$ cat src/rtl/sn74xx_mux_reg.sv
// Registered CHANNELS-to-1 data selector with strobe blanking and an auto-scan
// mode that steps through the channels, dwelling dwell+1 enabled cycles on each.
module sn74xx_mux_reg #(
    parameter int WIDTH    = 4,
    parameter int CHANNELS = 2,
    parameter int SEL_W    = 1,
    parameter int DWELL_W  = 4
) (
    input  logic                      clk,
    input  logic                      clr_n,
    input  logic [CHANNELS*WIDTH-1:0] din,
    input  logic [SEL_W-1:0]          sel,
    input  logic                      str_n,
    input  logic                      mode,
    input  logic                      load,
    input  logic [DWELL_W-1:0]        dwell,
    output logic [WIDTH-1:0]          q,
    output logic [SEL_W-1:0]          q_ch,
    output logic                      q_vld,
    output logic                      scan_wrap
);

    localparam logic [SEL_W-1:0] LAST_CH = SEL_W'(CHANNELS - 1);
    localparam logic [SEL_W:0]   CH_CNT  = (SEL_W + 1)'(CHANNELS);

    logic [WIDTH-1:0]   q_q,         q_d;
    logic [SEL_W-1:0]   q_ch_q,      q_ch_d;
    logic               q_vld_q,     q_vld_d;
    logic               scan_wrap_q, scan_wrap_d;
    logic [SEL_W-1:0]   ptr_q,       ptr_d;
    logic [DWELL_W-1:0] dc_q,        dc_d;
    logic               mode_d_q,    mode_d_d;
    logic               scan_entry_s;

    assign scan_entry_s = mode & ~mode_d_q;

    // Next-state selection: strobe blanks, manual loads, scan steps on dwell expiry.
    always_comb begin
        q_d         = q_q;
        q_ch_d      = q_ch_q;
        q_vld_d     = 1'b0;
        scan_wrap_d = 1'b0;
        ptr_d       = ptr_q;
        dc_d        = dc_q;
        mode_d_d    = mode;

        if (str_n) begin
            q_d = {WIDTH{1'b0}};
        end else if (!mode) begin
            if (load && ({1'b0, sel} < CH_CNT)) begin
                q_d     = din[int'(sel)*WIDTH +: WIDTH];
                q_ch_d  = sel;
                q_vld_d = 1'b1;
            end else begin
                q_d = q_q;
            end
        end else if (scan_entry_s) begin
            q_d = q_q;
        end else begin
            // >= rather than == so a lowered dwell cannot strand dc above it
            if (dc_q >= dwell) begin
                q_d         = din[int'(ptr_q)*WIDTH +: WIDTH];
                q_ch_d      = ptr_q;
                q_vld_d     = 1'b1;
                dc_d        = {DWELL_W{1'b0}};
                scan_wrap_d = (ptr_q == LAST_CH);
                ptr_d       = (ptr_q == LAST_CH) ? {SEL_W{1'b0}} : ptr_q + SEL_W'(1);
            end else begin
                dc_d = dc_q + DWELL_W'(1);
            end
        end

        // Scan restart on mode entry applies even while strobed
        if (scan_entry_s) begin
            ptr_d = {SEL_W{1'b0}};
            dc_d  = {DWELL_W{1'b0}};
        end else begin
            ptr_d = ptr_d;
        end
    end

    // State and output registers with asynchronous clear.
    always_ff @(posedge clk or negedge clr_n) begin
        if (!clr_n) begin
            q_q         <= {WIDTH{1'b0}};
            q_ch_q      <= {SEL_W{1'b0}};
            q_vld_q     <= 1'b0;
            scan_wrap_q <= 1'b0;
            ptr_q       <= {SEL_W{1'b0}};
            dc_q        <= {DWELL_W{1'b0}};
            mode_d_q    <= 1'b0;
        end else begin
            q_q         <= q_d;
            q_ch_q      <= q_ch_d;
            q_vld_q     <= q_vld_d;
            scan_wrap_q <= scan_wrap_d;
            ptr_q       <= ptr_d;
            dc_q        <= dc_d;
            mode_d_q    <= mode_d_d;
        end
    end

    assign q         = q_q;
    assign q_ch      = q_ch_q;
    assign q_vld     = q_vld_q;
    assign scan_wrap = scan_wrap_q;

endmodule

$ cat config.mk
export PLATFORM = sky130hd
export DESIGN_NAME = sn74xx_mux_reg
export DESIGN_NICKNAME = d
export VERILOG_FILES = /design/src/rtl/sn74xx_mux_reg.sv
export SDC_FILE = /design/constraint.sdc
export NUM_CORES = 1
export LEC_CHECK = 0
export ABC_AREA = 1
export BUFFER_PORTS_ARGS = -buffer_cell sky130_fd_sc_hd__buf_2
export CAP_MARGIN = 0
export CELL_PAD_IN_SITES_DETAIL_PLACEMENT = 1
export CELL_PAD_IN_SITES_GLOBAL_PLACEMENT = 1
export CORE_MARGIN = 8
export CORE_UTILIZATION = 37
export DETAILED_ROUTE_END_ITERATION = 8
export PLACE_DENSITY_LB_ADDON = 0.08
export SETUP_SLACK_MARGIN = 0.4
export SLEW_MARGIN = 20
export SYNTH_ARGS = -nofsm -noshare
export SYNTH_HDL_FRONTEND = slang
export SYNTH_SLANG_ARGS = --single-unit
$ cat constraint.sdc
create_clock -name clk -period 2.8 [get_ports clk]
set_input_delay 0.56 -clock clk [delete_from_list [all_inputs] [get_ports clk]]
set_output_delay 0.56 -clock clk [all_outputs]
set_load 0.05 [all_outputs]
* Word-level counts from Yosys, hierarchy flattened
Index checks and enable logic that the tools add are counted.
** Word-level totals
- Logic and storage cells :: 55
- Register bits :: 13
- Bits of input ports :: 18
** Operators by class
- Bitwise gates (word level) :: 3
- Shift operators :: 2
- Reduce and logical (&&, ||, !) cells :: 8
- Mux-type cells :: 27
- Equal/unequal tests :: 5
- $lt $le $gt $ge :: 1
- Add/sub/neg operators :: 2
** Operators with widths (number)
- 4-bit two-way mux :: 9
- 1-bit two-way mux :: 18
- 8-bit by 4-bit variable part select with 4-bit output :: 2
- 3-bit AND reduction :: 2
- 2-bit nonzero test :: 3
- 4-bit by 1-bit adder with 4-bit output (second input constant) :: 1
- 4-bit >= comparator :: 1
- 2-bit by 1-bit != test with 1-bit output (second input constant) :: 2
- 4-bit AND reduction :: 1
- 3-bit by 2-bit != test with 1-bit output (second input constant) :: 1
- 3-bit != test (second input constant) :: 1
- 3-bit nonzero test :: 1
- 2-bit != test (second input constant) :: 1
- 1-bit inverter :: 2
- 2-bit AND reduction :: 1
- 1-bit adder (second input constant) :: 1
- 1-bit bitwise AND :: 1

* Depth between registers and ports, before layout
- Depth after elaboration :: 6
- Depth in mapped cells :: 11
- Depth with buffers taken out :: 11

* Worst setup path before layout
OpenSTA, ideal clock, no wires.
- Path type :: input port to flip-flop
- Start :: in dwell[3]
- End :: reg q_q[0], in the netlist q[0]
- Slack :: 1.262 ns
- Buffers on the path :: 0
- Arrival :: 1.472 ns
- Stages :: 9
- Cell sequence :: inv_1 -> ha_1 -> nand2_1 -> inv_1 -> nand2_1 -> nand4_2 -> nand3_2 -> nand2_1 -> nand2_1
** On the way
- Word-level cells in the longest chain between the ends :: 3
** RTL lines
- start, declared :: line 16 : input logic [DWELL_W-1:0] dwell,
- 4-bit >= comparator :: line 61 : if (dc_q >= dwell) begin
- 3-bit by 2-bit != test with 1-bit output (no source line)
- 3-bit AND reduction (no source line)
- end signal, assigned :: line 85 : q_q <= {WIDTH{1'b0}};
- end signal, assigned :: line 93 : q_q <= q_d;
- end, declared :: line 26 : logic [WIDTH-1:0] q_q, q_d;
No other way between the ends.
A chain may end at the register's enable or synchronous reset.

* Worst setup path in the final report
- Start :: reg dc_q[0]
- End :: reg dc_q[0]
** On the way
- Word-level cells in the longest chain between the ends :: 5
- Elaborated cells on any way between the ends :: 6
- Classes of those cells :: 1 x add/sub; 1 x order compare; 4 x mux
** RTL lines
- start, declared :: line 31 : logic [DWELL_W-1:0] dc_q, dc_d;
- start signal, assigned :: line 90 : dc_q <= {DWELL_W{1'b0}};
- 4-bit by 1-bit adder with 4-bit output or 4-bit >= comparator (tied branches) :: line 69, 61
- 4-bit two-way mux * :: line 61
- 4-bit two-way mux * :: line 49 : end else if (!mode) begin
- 4-bit two-way mux * :: line 47 : if (str_n) begin
- 4-bit two-way mux * :: line 74 : if (scan_entry_s) begin
Every way passes the cells marked *; elsewhere a longest branch is shown, timed or not. The select of a mux whose other input is x is not followed.

==> out/metrics.yaml <==
outcome: "complete, no violations"
clock_path_buffers: 2
antenna_found_initial: 0
ys_ff_latch: 13
drt-vias-per-instance: 4.675
vias: 776
syn2layout_area_growth_pct: 22.24
drc: 0
start_util_pct: 37.97
fin_crit_ns: 1.595
drive_above_1_share_pct: 28.26
place.port_buffers: 24
worstPathMaxFanout: 4
dieWidth_um: 62.96
gp_congestion: 0.7206
syn_area_per_cell_um2: 7.416
final_cell_mix: "38 x nand2_1, 24 x buf_2, 15 x inv_1"
fp.dieArea_um2: 3963
powerDensity_nw_per_um2: 599.8
crit_type: "reg -> reg"
synth.net_count: 133
yosys_warnings: 0
dpl.hpwl_um: 1801
tightest_slew_ns: 0.3129
r2r_cells: 9
n_antenna_cell: 0
crit_path_frequent_cell: "nand2_1"
drt_iter0_markers: 13
post_cts.repair.setup_buffers: 0
clkLatencyLatePin_ns: 0.28
core.rowCount: 17
fin_setup_tns_ns: 0
cts_root_buffer: "clkbuf_4"
rsz0062_at_grt: "false"
hp-class: "in -> async"
routedWlPerCell_um: 13.02
max_cap_violations: 0
cts_sinks: 13
overflow: 0
grt_pass1_wl_um: 3601
mappedNetlistArea_um2: 815.8
final-setup-viol-count: 0
cellLeakagePower_uw: 0.0005977
timing.final.crit_share_pct: 56.95
cp-start-kind: "register"
r2r_start: "dc_q[0]"
grt.total_usage_pct: 11.23
cp_slowest_stage_delay_ns: 0.42
grt_pass1_vias: 833
chipHeight_um: 62.96
relSlewSlack_pct: 79.14
ys_seq_area_share_pct: 39.88
h-tree-depth: 1
ys_types: 20
worstPathArrival_ns: 1.80
path_cells: "inv_1 > ha_1 > nand2_1 > inv_1 > nand2_1 > nand4_1 > nand2_1 > inv_2 > a21oi_1"
crit_path_end_kind: "register"
final_nets: 162
hold_viol: 0
grt_max_degree: 14
ant_nets: 0
whs_ns: 0.1547
vdd_ir_drop_max_v: 0.0002955
r2r-end: "dc_q[0]"
design.core.area_um2: 2148
fmax_mhz: 627.1
required_ns: 3.00
r2r_slack_ns: 1.21
critPathSlowestCell: "dfrtp_1"
drtPass1Iterations: 4
path_clk_slew_ns: 0.09
slew_viol_final: 0
cts_made_buffers: 3
fin_area_um2: 997.2
netlist_instances: 110
cts_tree: "built"
wirelength_um: 2161
ctsResizeCount: 0
io_pins: 25
dpl_cell_area_um2: 970.9
hold_buffers: 0
fin_skew_ns: 0.007177
final_common_cell: "nand2_1"
-- area by class of cell --
class                           instances  area, um^2
Inverter                               19       71.32
Clock buffer                            4       26.28
Timing Repair Buffer                   24       120.1
Multi-Input combinational cell         78       419.2
Tap cell                               28       35.03
Fill cell                             291        1151
Sequential cell                        13       325.3
-- layer usage --
layer	up-vias	global-route usage (%)	part of all wire, %
li1	401	-	-
met1	354	12.97	45
met2	17	18.44	49
met3	4	3.943	5.6
met4	0	4.274	0.88
met5	-	0	0
-- through the flow --
step | util [%] | instances | total power, uW | setup WS, ns
final | 46.42 | 166 | 598.1 | 1.205
after floorplan | - | 110 | 415.1 | 1.262
after global routing | 46.42 | 166 | 643.7 | 1.119
after CTS | 46.42 | 166 | 608.6 | 1.187
after detailed placement | 45.20 | 162 | 485.1 | 0.9291
after global placement | 45.20 | 162 | 475.9 | 1.024
-- synthesized netlist by cell type --
| cell type | count | area (um^2) |
|---|---|---|
| o22ai_1 | 1 | 6.260 |
| xor2_1 | 2 | 17.52 |
| o21ai_1 | 1 | 5.000 |
| inv_1 | 15 | 56.30 |
| dfrtp_1 | 13 | 325.3 |
| nand4_2 | 1 | 12.51 |
| a21oi_2 | 1 | 8.760 |
| nand2_2 | 1 | 6.260 |
| a21oi_1 | 1 | 5.000 |
| nand2_1 | 38 | 142.6 |
| or2_2 | 1 | 6.260 |
| nor2_4 | 2 | 22.52 |
| nand2_4 | 1 | 11.26 |
| nand3_2 | 1 | 10.01 |
| nor3_1 | 2 | 10.01 |
| ha_1 | 5 | 62.56 |
| nand4_1 | 6 | 37.54 |
| nor2_1 | 12 | 45.04 |
| nand3_1 | 2 | 10.01 |
| inv_2 | 4 | 15.01 |
-- how the worst max path moves through the flow --
stage | to | from
6_report | dc_q[0] | dc_q[0]
5_1_grt | dc_q[0] | dc_q[0]
4_1_cts | dc_q[0] | dc_q[0]
3_5_place_dp | dc_q[0] | dwell[3]
3_3_place_gp | dc_q[0] | dwell[3]
2_1_floorplan | q[0] | dwell[3]
-- worst max-delay path: cells and delay by family (launching register included) --
kind / cells / cell delay, ns
and+or+nand+nor: 4 / 0.49
DFF: 1 / 0.42
adders and majority gates: 1 / 0.27
buffers and inverters: 3 / 0.19
AOI/OAI and AO/OA: 1 / 0.14
-- cells by family after synthesis --
| logic type | count (synthesis) | share of synthesized area [%] |
|---|---|---|
| flip-flops | 13 | 39.88 |
| adder cells (fa/ha/maj) | 5 | 7.669 |
| AO/OA/AOI/OAI | 4 | 3.067 |
| buffers and inverters | 19 | 8.741 |
| XOR/XNOR | 2 | 2.148 |
| AND/OR/NAND/NOR | 67 | 38.50 |
-- registers in the layout (all words and copies together) (netlist names) --
register / flops
dc_q: 4
q_ch: 1
mode_d_q: 1
scan_wrap: 1
ptr_q: 1
q_vld: 1
q: 4
-- report_power, final --
part           switching (uW)  leakage (uW)  internal (uW)
Clock                    64.5     0.0000150           55.2
Sequential               22.3      0.000170            221
Combinational             164      0.000413           71.5
(Power assumes the default switching activity.)
